**src/rtl/adc_responder_pkg.sv**
```systemverilog
// ---------------------------------------------------------------------------
// adc_responder_pkg
// Shared definitions for the ADC responder: FSM state encoding, channel and
// data widths, default temperature-sensor channel, the invalid-data code and
// small helpers for result selection and packet-framing bookkeeping.
// No ports (package).
// ---------------------------------------------------------------------------
package adc_responder_pkg;

  typedef enum logic [1:0] {
    ST_IDLE = 2'd0,
    ST_CONV = 2'd1,
    ST_RESP = 2'd2
  } state_t;

  localparam int CH_W           = 5;
  localparam int DATA_W         = 12;
  localparam int CNT_W          = 8;
  localparam int TS_CHANNEL_DEF = 17;

  localparam logic [DATA_W-1:0] INVALID_DATA = 12'hFFF;

  // Result word: out-of-range channels always report the invalid code,
  // otherwise either the external sample or {channel, conversion count}.
  function automatic logic [DATA_W-1:0] conv_result(
    input logic              ch_invalid,
    input logic              ext_en,
    input logic [DATA_W-1:0] ext_data,
    input logic [CH_W-1:0]   ch,
    input logic [CNT_W-1:0]  cnt
  );
    logic [DATA_W-1:0] res;
    if (ch_invalid) begin
      res = INVALID_DATA;
    end else if (ext_en) begin
      res = ext_data;
    end else begin
      res = {ch[3:0], cnt};
    end
    return res;
  endfunction

  // Packet flag after an accepted command. EOP wins so that SOP=EOP=1
  // leaves the flag clear (complete single-command packet).
  function automatic logic pkt_next(
    input logic sop,
    input logic eop,
    input logic flag
  );
    logic res;
    if (eop) begin
      res = 1'b0;
    end else if (sop) begin
      res = 1'b1;
    end else begin
      res = flag;
    end
    return res;
  endfunction

  // Framing violation: SOP while a packet is open, or a continuation
  // command (SOP=0) while no packet is open.
  function automatic logic framing_err(
    input logic sop,
    input logic flag
  );
    logic res;
    if (sop) begin
      res = flag;
    end else begin
      res = ~flag;
    end
    return res;
  endfunction

endpackage

```
**src/rtl/adc_responder_timer.sv**
```systemverilog
// ---------------------------------------------------------------------------
// adc_responder_timer
// Loadable 8-bit down-counter used to time a conversion.
// Ports:
//   clk      in   clock, rising edge
//   rst_n    in   asynchronous active-low reset (count -> 0)
//   clr      in   synchronous clear to 0 (highest priority)
//   load     in   load load_val
//   load_val in   8-bit value to load
//   en       in   decrement by one (holds at 0)
//   zero     out  count == 0
// ---------------------------------------------------------------------------
module adc_responder_timer
  import adc_responder_pkg::*;
(
  input  logic             clk,
  input  logic             rst_n,
  input  logic             clr,
  input  logic             load,
  input  logic [CNT_W-1:0] load_val,
  input  logic             en,
  output logic             zero
);

  logic [CNT_W-1:0] count_r;

  // Down-counter: clear > load > decrement; never underflows past zero.
  always_ff @(posedge clk or negedge rst_n) begin
    if (!rst_n) begin
      count_r <= 8'd0;
    end else if (clr) begin
      count_r <= 8'd0;
    end else if (load) begin
      count_r <= load_val;
    end else if (en && (count_r != 8'd0)) begin
      count_r <= count_r - 8'd1;
    end else begin
      count_r <= count_r;
    end
  end

  assign zero = (count_r == 8'd0);

endmodule

```
**src/rtl/adc_responder.sv**
```systemverilog
// ---------------------------------------------------------------------------
// adc_responder
// Behavioural ADC command/response responder. Accepts one command at a time
// while the conversion PLL is locked, waits CONV_CYCLES, then emits a single
// response strobe carrying the channel, a result word and the command's
// SOP/EOP. Tracks packet framing and raises a sticky PROTO_ERR.
// Ports:
//   CLK, RESETn          clock (rising edge), async active-low reset
//   ADC_PLL_LOCKED       commands accepted only while high; loss aborts CONV
//   ADC_C_Valid/Ready    command handshake (accept on Valid&Ready)
//   ADC_C_Channel[4:0]   requested channel
//   ADC_C_SOP/EOP        command packet framing
//   ADC_R_Valid          one-cycle response strobe (no backpressure)
//   ADC_R_Channel[4:0]   channel of the response
//   ADC_R_Data[11:0]     conversion result
//   ADC_R_SOP/EOP        copies of the accepted command's SOP/EOP
//   EXT_DATA_EN          select EXT_DATA as the result source
//   EXT_DATA[11:0]       external sample value
//   PROTO_ERR            sticky framing error
// ---------------------------------------------------------------------------
module adc_responder
  import adc_responder_pkg::*;
#(
  parameter int CONV_CYCLES = 20,
  parameter int TS_CHANNEL  = TS_CHANNEL_DEF
) (
  input  logic              CLK,
  input  logic              RESETn,
  input  logic              ADC_PLL_LOCKED,
  input  logic              ADC_C_Valid,
  input  logic [CH_W-1:0]   ADC_C_Channel,
  input  logic              ADC_C_SOP,
  input  logic              ADC_C_EOP,
  output logic              ADC_C_Ready,
  output logic              ADC_R_Valid,
  output logic [CH_W-1:0]   ADC_R_Channel,
  output logic [DATA_W-1:0] ADC_R_Data,
  output logic              ADC_R_SOP,
  output logic              ADC_R_EOP,
  input  logic              EXT_DATA_EN,
  input  logic [DATA_W-1:0] EXT_DATA,
  output logic              PROTO_ERR
);

  // Timer holds CONV_CYCLES-1 at acceptance so that RESP is entered on
  // the CONV_CYCLES-th edge after the accepting edge.
  localparam logic [CNT_W-1:0] TIMER_LOAD = CNT_W'(CONV_CYCLES - 1);
  localparam logic [CH_W:0]    TS_LIMIT   = (CH_W + 1)'(TS_CHANNEL);

  state_t            state_r;
  state_t            state_next_s;

  logic              ready_s;
  logic              accept_s;
  logic              timer_load_s;
  logic              timer_en_s;
  logic              timer_clr_s;
  logic              timer_zero_s;
  logic              enter_resp_s;
  logic              ch_invalid_s;

  logic [CH_W-1:0]   ch_r;
  logic              sop_r;
  logic              eop_r;
  logic [CNT_W-1:0]  conv_cnt_r;
  logic              pkt_r;
  logic              proto_err_r;

  logic              r_valid_r;
  logic [CH_W-1:0]   r_channel_r;
  logic [DATA_W-1:0] r_data_r;
  logic              r_sop_r;
  logic              r_eop_r;

  adc_responder_timer u_timer (
    .clk      (CLK),
    .rst_n    (RESETn),
    .clr      (timer_clr_s),
    .load     (timer_load_s),
    .load_val (TIMER_LOAD),
    .en       (timer_en_s),
    .zero     (timer_zero_s)
  );

  // FSM state register.
  always_ff @(posedge CLK or negedge RESETn) begin
    if (!RESETn) begin
      state_r <= ST_IDLE;
    end else begin
      state_r <= state_next_s;
    end
  end

  // FSM next-state logic; lock loss during CONV aborts back to IDLE.
  always_comb begin
    state_next_s = state_r;
    case (state_r)
      ST_IDLE: begin
        if (accept_s) begin
          state_next_s = ST_CONV;
        end else begin
          state_next_s = ST_IDLE;
        end
      end
      ST_CONV: begin
        if (!ADC_PLL_LOCKED) begin
          state_next_s = ST_IDLE;
        end else if (timer_zero_s) begin
          state_next_s = ST_RESP;
        end else begin
          state_next_s = ST_CONV;
        end
      end
      ST_RESP: begin
        state_next_s = ST_IDLE;
      end
      default: begin
        state_next_s = ST_IDLE;
      end
    endcase
  end

  // FSM outputs: handshake and timer control.
  // Ready must be combinational on the lock input so that the first edge
  // after reset release can already accept; RESETn is folded in so Ready
  // is forced low while reset is asserted.
  always_comb begin
    ready_s      = 1'b0;
    accept_s     = 1'b0;
    timer_load_s = 1'b0;
    timer_en_s   = 1'b0;
    timer_clr_s  = 1'b0;
    enter_resp_s = 1'b0;
    case (state_r)
      ST_IDLE: begin
        ready_s      = ADC_PLL_LOCKED & RESETn;
        accept_s     = ready_s & ADC_C_Valid;
        timer_load_s = accept_s;
      end
      ST_CONV: begin
        if (!ADC_PLL_LOCKED) begin
          timer_clr_s = 1'b1;
        end else if (timer_zero_s) begin
          enter_resp_s = 1'b1;
        end else begin
          timer_en_s = 1'b1;
        end
      end
      ST_RESP: begin
        ready_s = 1'b0;
      end
      default: begin
        ready_s = 1'b0;
      end
    endcase
  end

  assign ch_invalid_s = ({1'b0, ch_r} > TS_LIMIT);

  // Command capture and packet-framing tracking on acceptance.
  always_ff @(posedge CLK or negedge RESETn) begin
    if (!RESETn) begin
      ch_r        <= 5'd0;
      sop_r       <= 1'b0;
      eop_r       <= 1'b0;
      pkt_r       <= 1'b0;
      proto_err_r <= 1'b0;
    end else if (accept_s) begin
      ch_r        <= ADC_C_Channel;
      sop_r       <= ADC_C_SOP;
      eop_r       <= ADC_C_EOP;
      pkt_r       <= pkt_next(ADC_C_SOP, ADC_C_EOP, pkt_r);
      proto_err_r <= proto_err_r | framing_err(ADC_C_SOP, pkt_r);
    end else begin
      ch_r        <= ch_r;
      sop_r       <= sop_r;
      eop_r       <= eop_r;
      pkt_r       <= pkt_r;
      proto_err_r <= proto_err_r;
    end
  end

  // Conversion counter advances once per delivered response (wraps at 255).
  always_ff @(posedge CLK or negedge RESETn) begin
    if (!RESETn) begin
      conv_cnt_r <= 8'd0;
    end else if (state_r == ST_RESP) begin
      conv_cnt_r <= conv_cnt_r + 8'd1;
    end else begin
      conv_cnt_r <= conv_cnt_r;
    end
  end

  // Response registers: loaded on the CONV->RESP edge, held until the next.
  always_ff @(posedge CLK or negedge RESETn) begin
    if (!RESETn) begin
      r_valid_r   <= 1'b0;
      r_channel_r <= 5'd0;
      r_data_r    <= 12'd0;
      r_sop_r     <= 1'b0;
      r_eop_r     <= 1'b0;
    end else if (enter_resp_s) begin
      r_valid_r   <= 1'b1;
      r_channel_r <= ch_r;
      r_data_r    <= conv_result(ch_invalid_s, EXT_DATA_EN, EXT_DATA, ch_r, conv_cnt_r);
      r_sop_r     <= sop_r;
      r_eop_r     <= eop_r;
    end else begin
      r_valid_r   <= 1'b0;
      r_channel_r <= r_channel_r;
      r_data_r    <= r_data_r;
      r_sop_r     <= r_sop_r;
      r_eop_r     <= r_eop_r;
    end
  end

  assign ADC_C_Ready   = ready_s;
  assign ADC_R_Valid   = r_valid_r;
  assign ADC_R_Channel = r_channel_r;
  assign ADC_R_Data    = r_data_r;
  assign ADC_R_SOP     = r_sop_r;
  assign ADC_R_EOP     = r_eop_r;
  assign PROTO_ERR     = proto_err_r;

endmodule

```
**config.mk**
```make
export PLATFORM = sky130hd
export DESIGN_NAME = adc_responder
export DESIGN_NICKNAME = d
export VERILOG_FILES = /design/src/rtl/adc_responder_pkg.sv /design/src/rtl/adc_responder_timer.sv /design/src/rtl/adc_responder.sv
export SDC_FILE = /design/constraint.sdc
export NUM_CORES = 1
export LEC_CHECK = 0
export BUFFER_PORTS_ARGS = -buffer_cell sky130_fd_sc_hd__buf_4
export CELL_PAD_IN_SITES_DETAIL_PLACEMENT = 1
export CELL_PAD_IN_SITES_GLOBAL_PLACEMENT = 1
export CORE_MARGIN = 8
export CORE_UTILIZATION = 42
export CTS_CLUSTER_DIAMETER = 200
export CTS_CLUSTER_SIZE = 8
export DETAILED_ROUTE_END_ITERATION = 16
export GPL_ROUTABILITY_DRIVEN = 1
export PLACE_DENSITY_LB_ADDON = 0.12
export SETUP_SLACK_MARGIN = 0.05
export SLEW_MARGIN = 20
export SYNTH_ARGS = -nofsm -noshare
export SYNTH_HDL_FRONTEND = slang
export SYNTH_SLANG_ARGS = --single-unit
```
**constraint.sdc**
```tcl
create_clock -name CLK -period 2.6 [get_ports CLK]
set_clock_uncertainty 0.15 [all_clocks]
set_input_delay 0.52 -clock CLK [delete_from_list [all_inputs] [get_ports CLK]]
set_output_delay 0.52 -clock CLK [all_outputs]
set_load 0.01 [all_outputs]
```
Word level (Yosys, flattened, before mapping)
Index checks and enable logic that the tools add are counted.
- register bits after elaboration: 47
- input port bits: 24
- output and inout bits: 22
- logic and storage cells: 53
- $add $sub $neg: 2
- bitwise gates (word level): 4
- equal/unequal tests: 2
- reduce and logical (&&, ||, !) cells: 7
- muxes and demuxes: 24
- $lt $le $gt $ge: 1
- operator list (kind ; number):
    two-way mux 12 bit ; 2
    two-way mux 8 bit ; 3
    two-way mux 1 bit ; 16
    adder 8 x 1 -> 8 bit, second input constant ; 1
    logical NOT 8 bit ; 1
    nonzero test 8 bit ; 1
    subtractor 8 x 1 -> 8 bit, second input constant ; 1
    > comparator 5 bit, second input constant ; 1
    two-way mux 2 bit ; 2
    one-hot mux 2 bit (2 select lines) ; 1
    nonzero test 3 bit ; 1
    AND 1 bit ; 2
    == test 2 x 1 -> 1 bit, second input constant ; 1
    == test 2 bit, second input constant ; 1
    logical NOT 2 bit ; 1
    AND reduction 2 bit ; 1
    nonzero test 2 bit ; 1
    logical AND 1 bit ; 1
    inverter 1 bit ; 1
    bitwise OR 1 bit ; 1

Depth between registers and ports, before layout
Gate-level depths: netlist of the first run.
- depth after elaboration: 8
- gate-level depth with buffers: 7
- gate-level depth less buffers: 6

By module
From an unflattened synthesis of the first run, not the netlist that was laid out.
- cells, all modules: 189
- area total of the unflattened synthesis: 2239.6 µm²
- by module, submodules not included (module ; instances ; cells each ; area an instance (µm²) ; sequential area each (µm²)):
    adc_responder ; 1 ; 128 ; 1684.1 ; 950.9
    adc_responder_timer ; 1 ; 61 ; 555.5 ; 200.2

Worst setup path before layout of the first run
No wires, ideal clock.
- path type: input to register
- start: input RESETn
- end: register u_timer.count_r[4]
- stages on the path: 4
- library setup time: 126 ps
- arrival: 1805 ps
- path buffers: 0
- slack: 519 ps
- data required time: 2324 ps
- cells stage by stage: nor4bb_1 > a21bo_2 > and2b_2 > o32a_1
- word-level cells in the longest chain between the ends: 5
- elaborated cells on any way between the ends: 6
- those cells by class: mux: 3; bitwise: 2; reduce/logical: 1
- ends and longest elaborated chain (what ; RTL line ; RTL):
    start, declared ; adc_responder.sv:28 ; input logic RESETn,
    AND 1 bit (*) ; adc_responder.sv:136 ; ready_s = ADC_PLL_LOCKED & RESETn;
    AND 1 bit (*) ; adc_responder.sv:137 ; accept_s = ready_s & ADC_C_Valid;
    two-way mux 1 bit (*) ; adc_responder.sv:134 ; case (state_r)
    two-way mux 8 bit ; adc_responder_timer.sv:33 ; end else if (load) begin
    two-way mux 8 bit ; adc_responder_timer.sv:31 ; end else if (clr) begin
    end signal, assigned ; adc_responder_timer.sv:34 ; count_r <= load_val;
    end signal, assigned ; adc_responder_timer.sv:36 ; count_r <= count_r - 8'd1;
    end signal, assigned ; adc_responder_timer.sv:38 ; count_r <= count_r;
    end, declared ; adc_responder_timer.sv:25 ; logic [CNT_W-1:0] count_r;
Every way passes the cells marked *; elsewhere a longest branch is shown, timed or not.
A chain may end at the register's enable or synchronous reset.

Worst setup path after layout of the first run
- start: register u_timer.count_r[4]
- end: register u_timer.count_r[4]
- word-level cells in the longest chain between the ends: 6
- elaborated cells on any way between the ends: 11
- those cells by class: add/sub: 1; mux: 6; reduce/logical: 4
- ends and longest elaborated chain (what):
    parallel branches: the longest is 6 deep, another holds subtractor 8 x 1 -> 8 bit
Several ways; the timed one is not identified. The select of a mux whose other input is x is not followed.

==> results of run 1 <==
-- registers in the layout (all words and copies together) (netlist names), 2 cells and up --
register	cells
ch_r	5
ADC_R_Channel	5
u_timer.count_r	8
ADC_R_Data	12
state_r	2
conv_cnt_r	8
-- worst max-delay path: stages, from the launching register on --
cell	delay (ps)
dfrtp_1	450
or4_1	670
o311ai_4	470
nor2_1	90
o32a_1	300
-- cell families after synthesis --
logic type / after synthesis / synth area share [%]
adders and majority gates: 3 / 1.74
muxes: 32 / 16.0
DFF: 47 / 54.4
buffers and inverters: 12 / 2.31
and+or+nand+nor: 63 / 14.5
xor gates and xnor gates: 9 / 3.65
AOI/OAI and AO/OA: 21 / 7.47
-- layer usage --
metal | wire [um] | up-vias
met2 | 2950 | 29
li1 | - | 744
met3 | 277 | 7
met5 | 0 | -
met1 | 2170 | 825
met4 | 68 | 0
-- worst max path at each step --
stage                          to  depth (start not counted)                from  slack (ps)
2_1_floorplan  u_timer.count_r[4]                          4              RESETn         520
3_3_place_gp   u_timer.count_r[4]                          4  u_timer.count_r[4]         490
3_5_place_dp   u_timer.count_r[4]                          4  u_timer.count_r[4]         390
4_1_cts        u_timer.count_r[4]                          4  u_timer.count_r[4]         370
5_1_grt        u_timer.count_r[4]                          4  u_timer.count_r[4]         260
6_report       u_timer.count_r[4]                          4  u_timer.count_r[4]         360
-- power breakdown --
part / switching (uW) / internal (uW) / total (uW)
clock: 238 / 282 / 520
sequential: 195 / 972 / 1170
combinational: 427 / 466 / 894
-- stage by stage --
step / cells / setup slack, ps / hold slack (ps)
after floorplan: 187 / 519 / 74.4
final: 306 / 359 / 177
after global placement: 299 / 491 / 293
after CTS: 306 / 371 / 201
after global routing: 306 / 264 / 229
after detailed placement: 299 / 389 / 304
-- layout make-up --
type | count | area (sq um) | area share [%]
clock buffer | 6 | 72.6 | 2.70
clock inverter | 1 | 30.0 | 1.12
inverter | 5 | 18.8 | 0.698
multi-input combinational | 128 | 936 | 34.8
sequential | 47 | 1180 | 43.7
tap | 70 | 87.6 | 3.26
timing repair buffer | 49 | 368 | 13.7
-- cells in the final DEF, fill, tap and decap left out, types with 2 or more instances in the layout --
| cell type | synthesis | final |
|---|---|---|
| nor2_1 | 4 | 4 |
| nand2_1 | 38 | 38 |
| inv_1 | 5 | 5 |
| nand4_1 | 2 | 2 |
| a21o_1 | 3 | 3 |
| nand3_1 | 3 | 3 |
| o2111ai_1 | 2 | 2 |
| buf_4 | 0 | 49 |
| nor2b_1 | 2 | 2 |
| a21oi_1 | 5 | 5 |
| dfrtp_1 | 47 | 47 |
| xor2_1 | 2 | 2 |
| ha_1 | 3 | 3 |
| o31ai_1 | 3 | 3 |
| clkbuf_8 | 0 | 5 |
| xnor2_1 | 7 | 7 |
| mux2_2 | 20 | 20 |
| o21ai_0 | 4 | 4 |
| mux2i_1 | 12 | 12 |
==> reports/qor.yml, run 1 <==
timing.rr.start: "u_timer.count_r[4]"
fin_setup_tns_ps: 0
clock_sinks: 47
p_leak_uw: 0.00140
placed_cell_area_sq_um: 2590
ff2ff_setup_slack_ps: 360
slew_violations: 0
h-tree-depth: 2
synth_common_cells: "dfrtp_1 (47), nand2_1 (38), mux2_2 (20)"
yosys-top-cells-area: "dfrtp_1 (54%), mux2_2 (10%), nand2_1 (6.6%)"
avgSynthCellArea_sq_um: 11.6
cts_buffers: 5
drive_gt1_share_pct: 35.2
postRouteWirelength_mm: 5.46
syn-num-nets: 214
grt_use_met2_pct: 27.9
syn_inst: 187
start_kind: "register"
synthToLayoutAreaGrowth_pct: 24.4
max_freq_mhz: 446
busiest_layer: "met2"
cts_tree: "built"
maxCapViolations: 0
grtUsageMet3_pct: 4.60
ys_types: 38
synth_top_area_share_pct: 54.4
ctsHoldBuffers: 0
dieArea_sq_um: 7700
n_fill_cell: 562
vias: 1605
cts_resized: 0
cts-root-buf: "clkbuf_8"
ir_worst_vdd_v: 0.000350
path_clk_slew_ps: 80
antenna_left: 0
synthArstFlopShare_pct: 100
r2r-end: "u_timer.count_r[4]"
synth_area_sq_um: 2160
worstPathArrival_ps: 2280
synth-seq-cells: 47
hpwl_mm: 4.02
period_minus_slack_ps: 2240
grt_pass1_wl_mm: 9.09
rr_worst_depth: 4
place_congestion: 0.853
grt_use_total_pct: 15.4
die_height_um: 87.8
grt_util_met1_pct: 16.4
wl_per_cell_um: 17.9
final_util_pct: 53.3
status: "finished clean"
port_buffers: 45
clock_latency_ps: 300
drt_iter0_markers: 21
yosysMostFrequentCell: "dfrtp_1"
worstHoldPathType: "in -> async"
initial_core_util_pct: 42.9
coreArea_sq_um: 5040
synthFlopType: "dfrtp_1"
fp.dieW_um: 87.8
antennaDiodeCount: 0
io_pins: 46
critPathCaptureType: "register"
worst_pin_slew_ps: 606
drc: 0
worstSetupPathType: "reg -> reg"
finalCritPeriodShare_pct: 86.2
cp_max_fo: 10
setup_viol_count_final: 0
grt_pass1_vias: 1814
design_area_sq_um: 2690
num_rows: 26
post_cts_buffers: 0
routed_via_density: 5.25
hold_violations: 0
nets: 263
antenna_found_initial: 0
total_power_uw: 2580
cp.required_ps: 2630
powerDensity_nw_per_um2: 960
rsz0062_at_grt: "no"
synth.largest_area_cell: "dfrtp_1"
clockBufferDepth: 2
synth-edff-count: 0
relSlewSlack_pct: 59.6
ys_warn_count: 0
grt_start_max_net_pins: 48
seq_area_frac_synth_pct: 54.4
gr-total-overflow: 0
firstDrtPassIters: 3
(Power assumes the default switching activity.)
==> inputs of run 2 (changes only) <==
Settings changed: CORE_UTILIZATION 42 to 45, SKIP_CTS_REPAIR_TIMING set to 1.
Clock period 2.6 ns to 2.8 ns, I/O delays scaled along.
==> run 2 against run 1 <==
  * Worst hold slack better by 48 ps
  * Setup slack better by 170 ps
  * Core utilization is 3.7 points higher
  * Non-clock buffer count is 1 lower
  * Highest routed layer unchanged
  * Combinational power is 8.2% lower
  * Global-route usage is 0.50 points lower
  * Largest power group unchanged
  * Clock power is 2% lower
  * Clock-buffer cell count is 1 lower
  * Die area is 5.5% lower
==> reports/qor.yml, run 2 (synthesis results as in run 1) <==
period_minus_slack_ps: 2270
fp.dieW_um: 85.3  # -2.8%
grt_use_met2_pct: 24.9  # -3.0 points
gr-total-overflow: 0  # unchanged
drc: 0  # unchanged
hpwl_mm: 3.80  # -5.4%
drt_iter0_markers: 57  # +170%
die_height_um: 85.3  # -2.8%
n_fill_cell: 509  # -9.4%
wl_per_cell_um: 17.7  # -1.1%
cp_max_fo: 5  # -5
worstSetupPathType: "reg -> out"
busiest_layer: "met2"
fin_setup_tns_ps: 0  # unchanged
rsz0062_at_grt: "no"
path_clk_slew_ps: 90  # about the same
maxCapViolations: 0  # unchanged
drive_gt1_share_pct: 35.6  # +0.42 points
grt_start_max_net_pins: 48  # unchanged
cp_cell_sequence: "nor4bb_1, buf_4"
worst_pin_slew_ps: 628  # +21.7 ps
vias: 1563  # -2.6%
synthToLayoutAreaGrowth_pct: 23.7
hold_violations: 0  # unchanged
finalCritPeriodShare_pct: 81.1
routed_via_density: 5.39  # +2.8%
layout_commonest_cell: "buf_4"
antenna_left: 0  # unchanged
cts_buffers: 5  # unchanged
postRouteWirelength_mm: 5.12  # -6.3%
worstPathArrival_ps: 1560  # -720 ps
worstHoldPathType: "in -> async"
num_rows: 25  # -3.8%
dieArea_sq_um: 7280  # -5.5%
worstPathBufferInverterCount: 1  # +1
coreArea_sq_um: 4690  # -6.9%
port_buffers: 45  # unchanged
max_stage_delay_ps: 590  # -80 ps
critical-path-top-delay-family: "simple AND/OR/NAND/NOR gates"
nets: 262  # -0.38%
initial_core_util_pct: 46.1  # +3.2 points
cp.required_ps: 2090  # -540 ps
cts-root-buf: "clkbuf_8"
grt_pass1_wl_mm: 8.55  # -5.9%
grt_util_met1_pct: 17.8  # +1.4 points
io_pins: 46  # unchanged
slowest_stage: "nor4bb_1"
antenna_found_initial: 0  # unchanged
clock_sinks: 47  # unchanged
relSlewSlack_pct: 57.6  # -2.0 points
stdcell_count: 290  # -5.2%
clockBufferDepth: 2  # unchanged
antennaDiodeCount: 0  # unchanged
grtUsageMet3_pct: 4.34  # -0.25 points
critPathCaptureType: "output pin"
start_kind: "register"
cts_tree: "built"
holdWs_ps: 225  # +47.9 ps
p_leak_uw: 0.00140  # +0.16%
clock_latency_ps: 310  # about the same
slew_violations: 0  # unchanged
final_cell_mix: "buf_4 (48), dfrtp_1 (47), nand2_1 (38), mux2_2 (20), mux2i_1 (12)"
grt_pass1_vias: 1684  # -7.2%
grt_use_total_pct: 14.9  # -0.50 points
max_freq_mhz: 440
dp.cells: 282  # -5.7%
largest_reg_flops: 12  # unchanged
firstDrtPassIters: 4  # +1
h-tree-depth: 2  # unchanged
powerDensity_nw_per_um2: 904  # -5.8%
status: "finished clean"
setup_viol_count_final: 0  # unchanged
place_congestion: 0.757  # -11%
timing.rr.start: "u_timer.count_r[4]"
cp-startpoint: "state_r[1]"
ir_worst_vdd_v: 0.000459  # +31%
run 2: changes by cell type in the layout (fill, tap and decap cells not counted):
cell,previous run,this run
buf_4,49,48
clkbuf_1,1,0
clkinv_4,0,1
inv_6,0,1
run 2: through the flow:
step | setup WS [ps] | cell area, sq um | util, % | power (uW)
global route | 426 | 2680 | 57.0 | 2580
floorplan | 679 | 2160 | - | 1530
global placement | 610 | 2560 | 54.5 | 1890
detailed placement | 551 | 2560 | 54.5 | 1930
finish | 530 | 2680 | 57.0 | 2420
CTS | 527 | 2680 | 57.0 | 2450
run 2: report_power, final:
part | switching, uW | total [uW] | internal [uW]
sequential | 185 | 1090 | 902
combinational | 389 | 821 | 432
clock | 240 | 510 | 271
run 2: worst paths after layout:
check,cells after the start,slack [ps],end
hold / removal,2,230,ADC_R_Data[7]
setup reg to reg,4,590,u_timer.count_r[4]
max in group asynchronous,2,1880,ADC_R_Data[3]
hold reg to reg,1,330,conv_cnt_r[7]
setup / recovery,2,530,ADC_C_Ready
min in group CLK,2,280,pkt_r
run 2: area by class of cell:
class / count / area (sq um) / area share, %
Clock buffer: 5 / 68.8 / 2.57
Clock inverter: 3 / 47.5 / 1.78
Inverter: 5 / 18.8 / 0.702
Multi-Input combinational cell: 128 / 936 / 35.0
Sequential cell: 47 / 1180 / 44.0
Tap cell: 54 / 67.6 / 2.53
Timing Repair Buffer: 48 / 360 / 13.5
run 2: per-layer routing:
layer,routed length [um],up-vias,part of all wire [%]
li1,-,744,-
met4,66,0,1.3
met5,0,-,0
met1,2260,776,44
met2,2530,37,49
met3,260,6,5.1
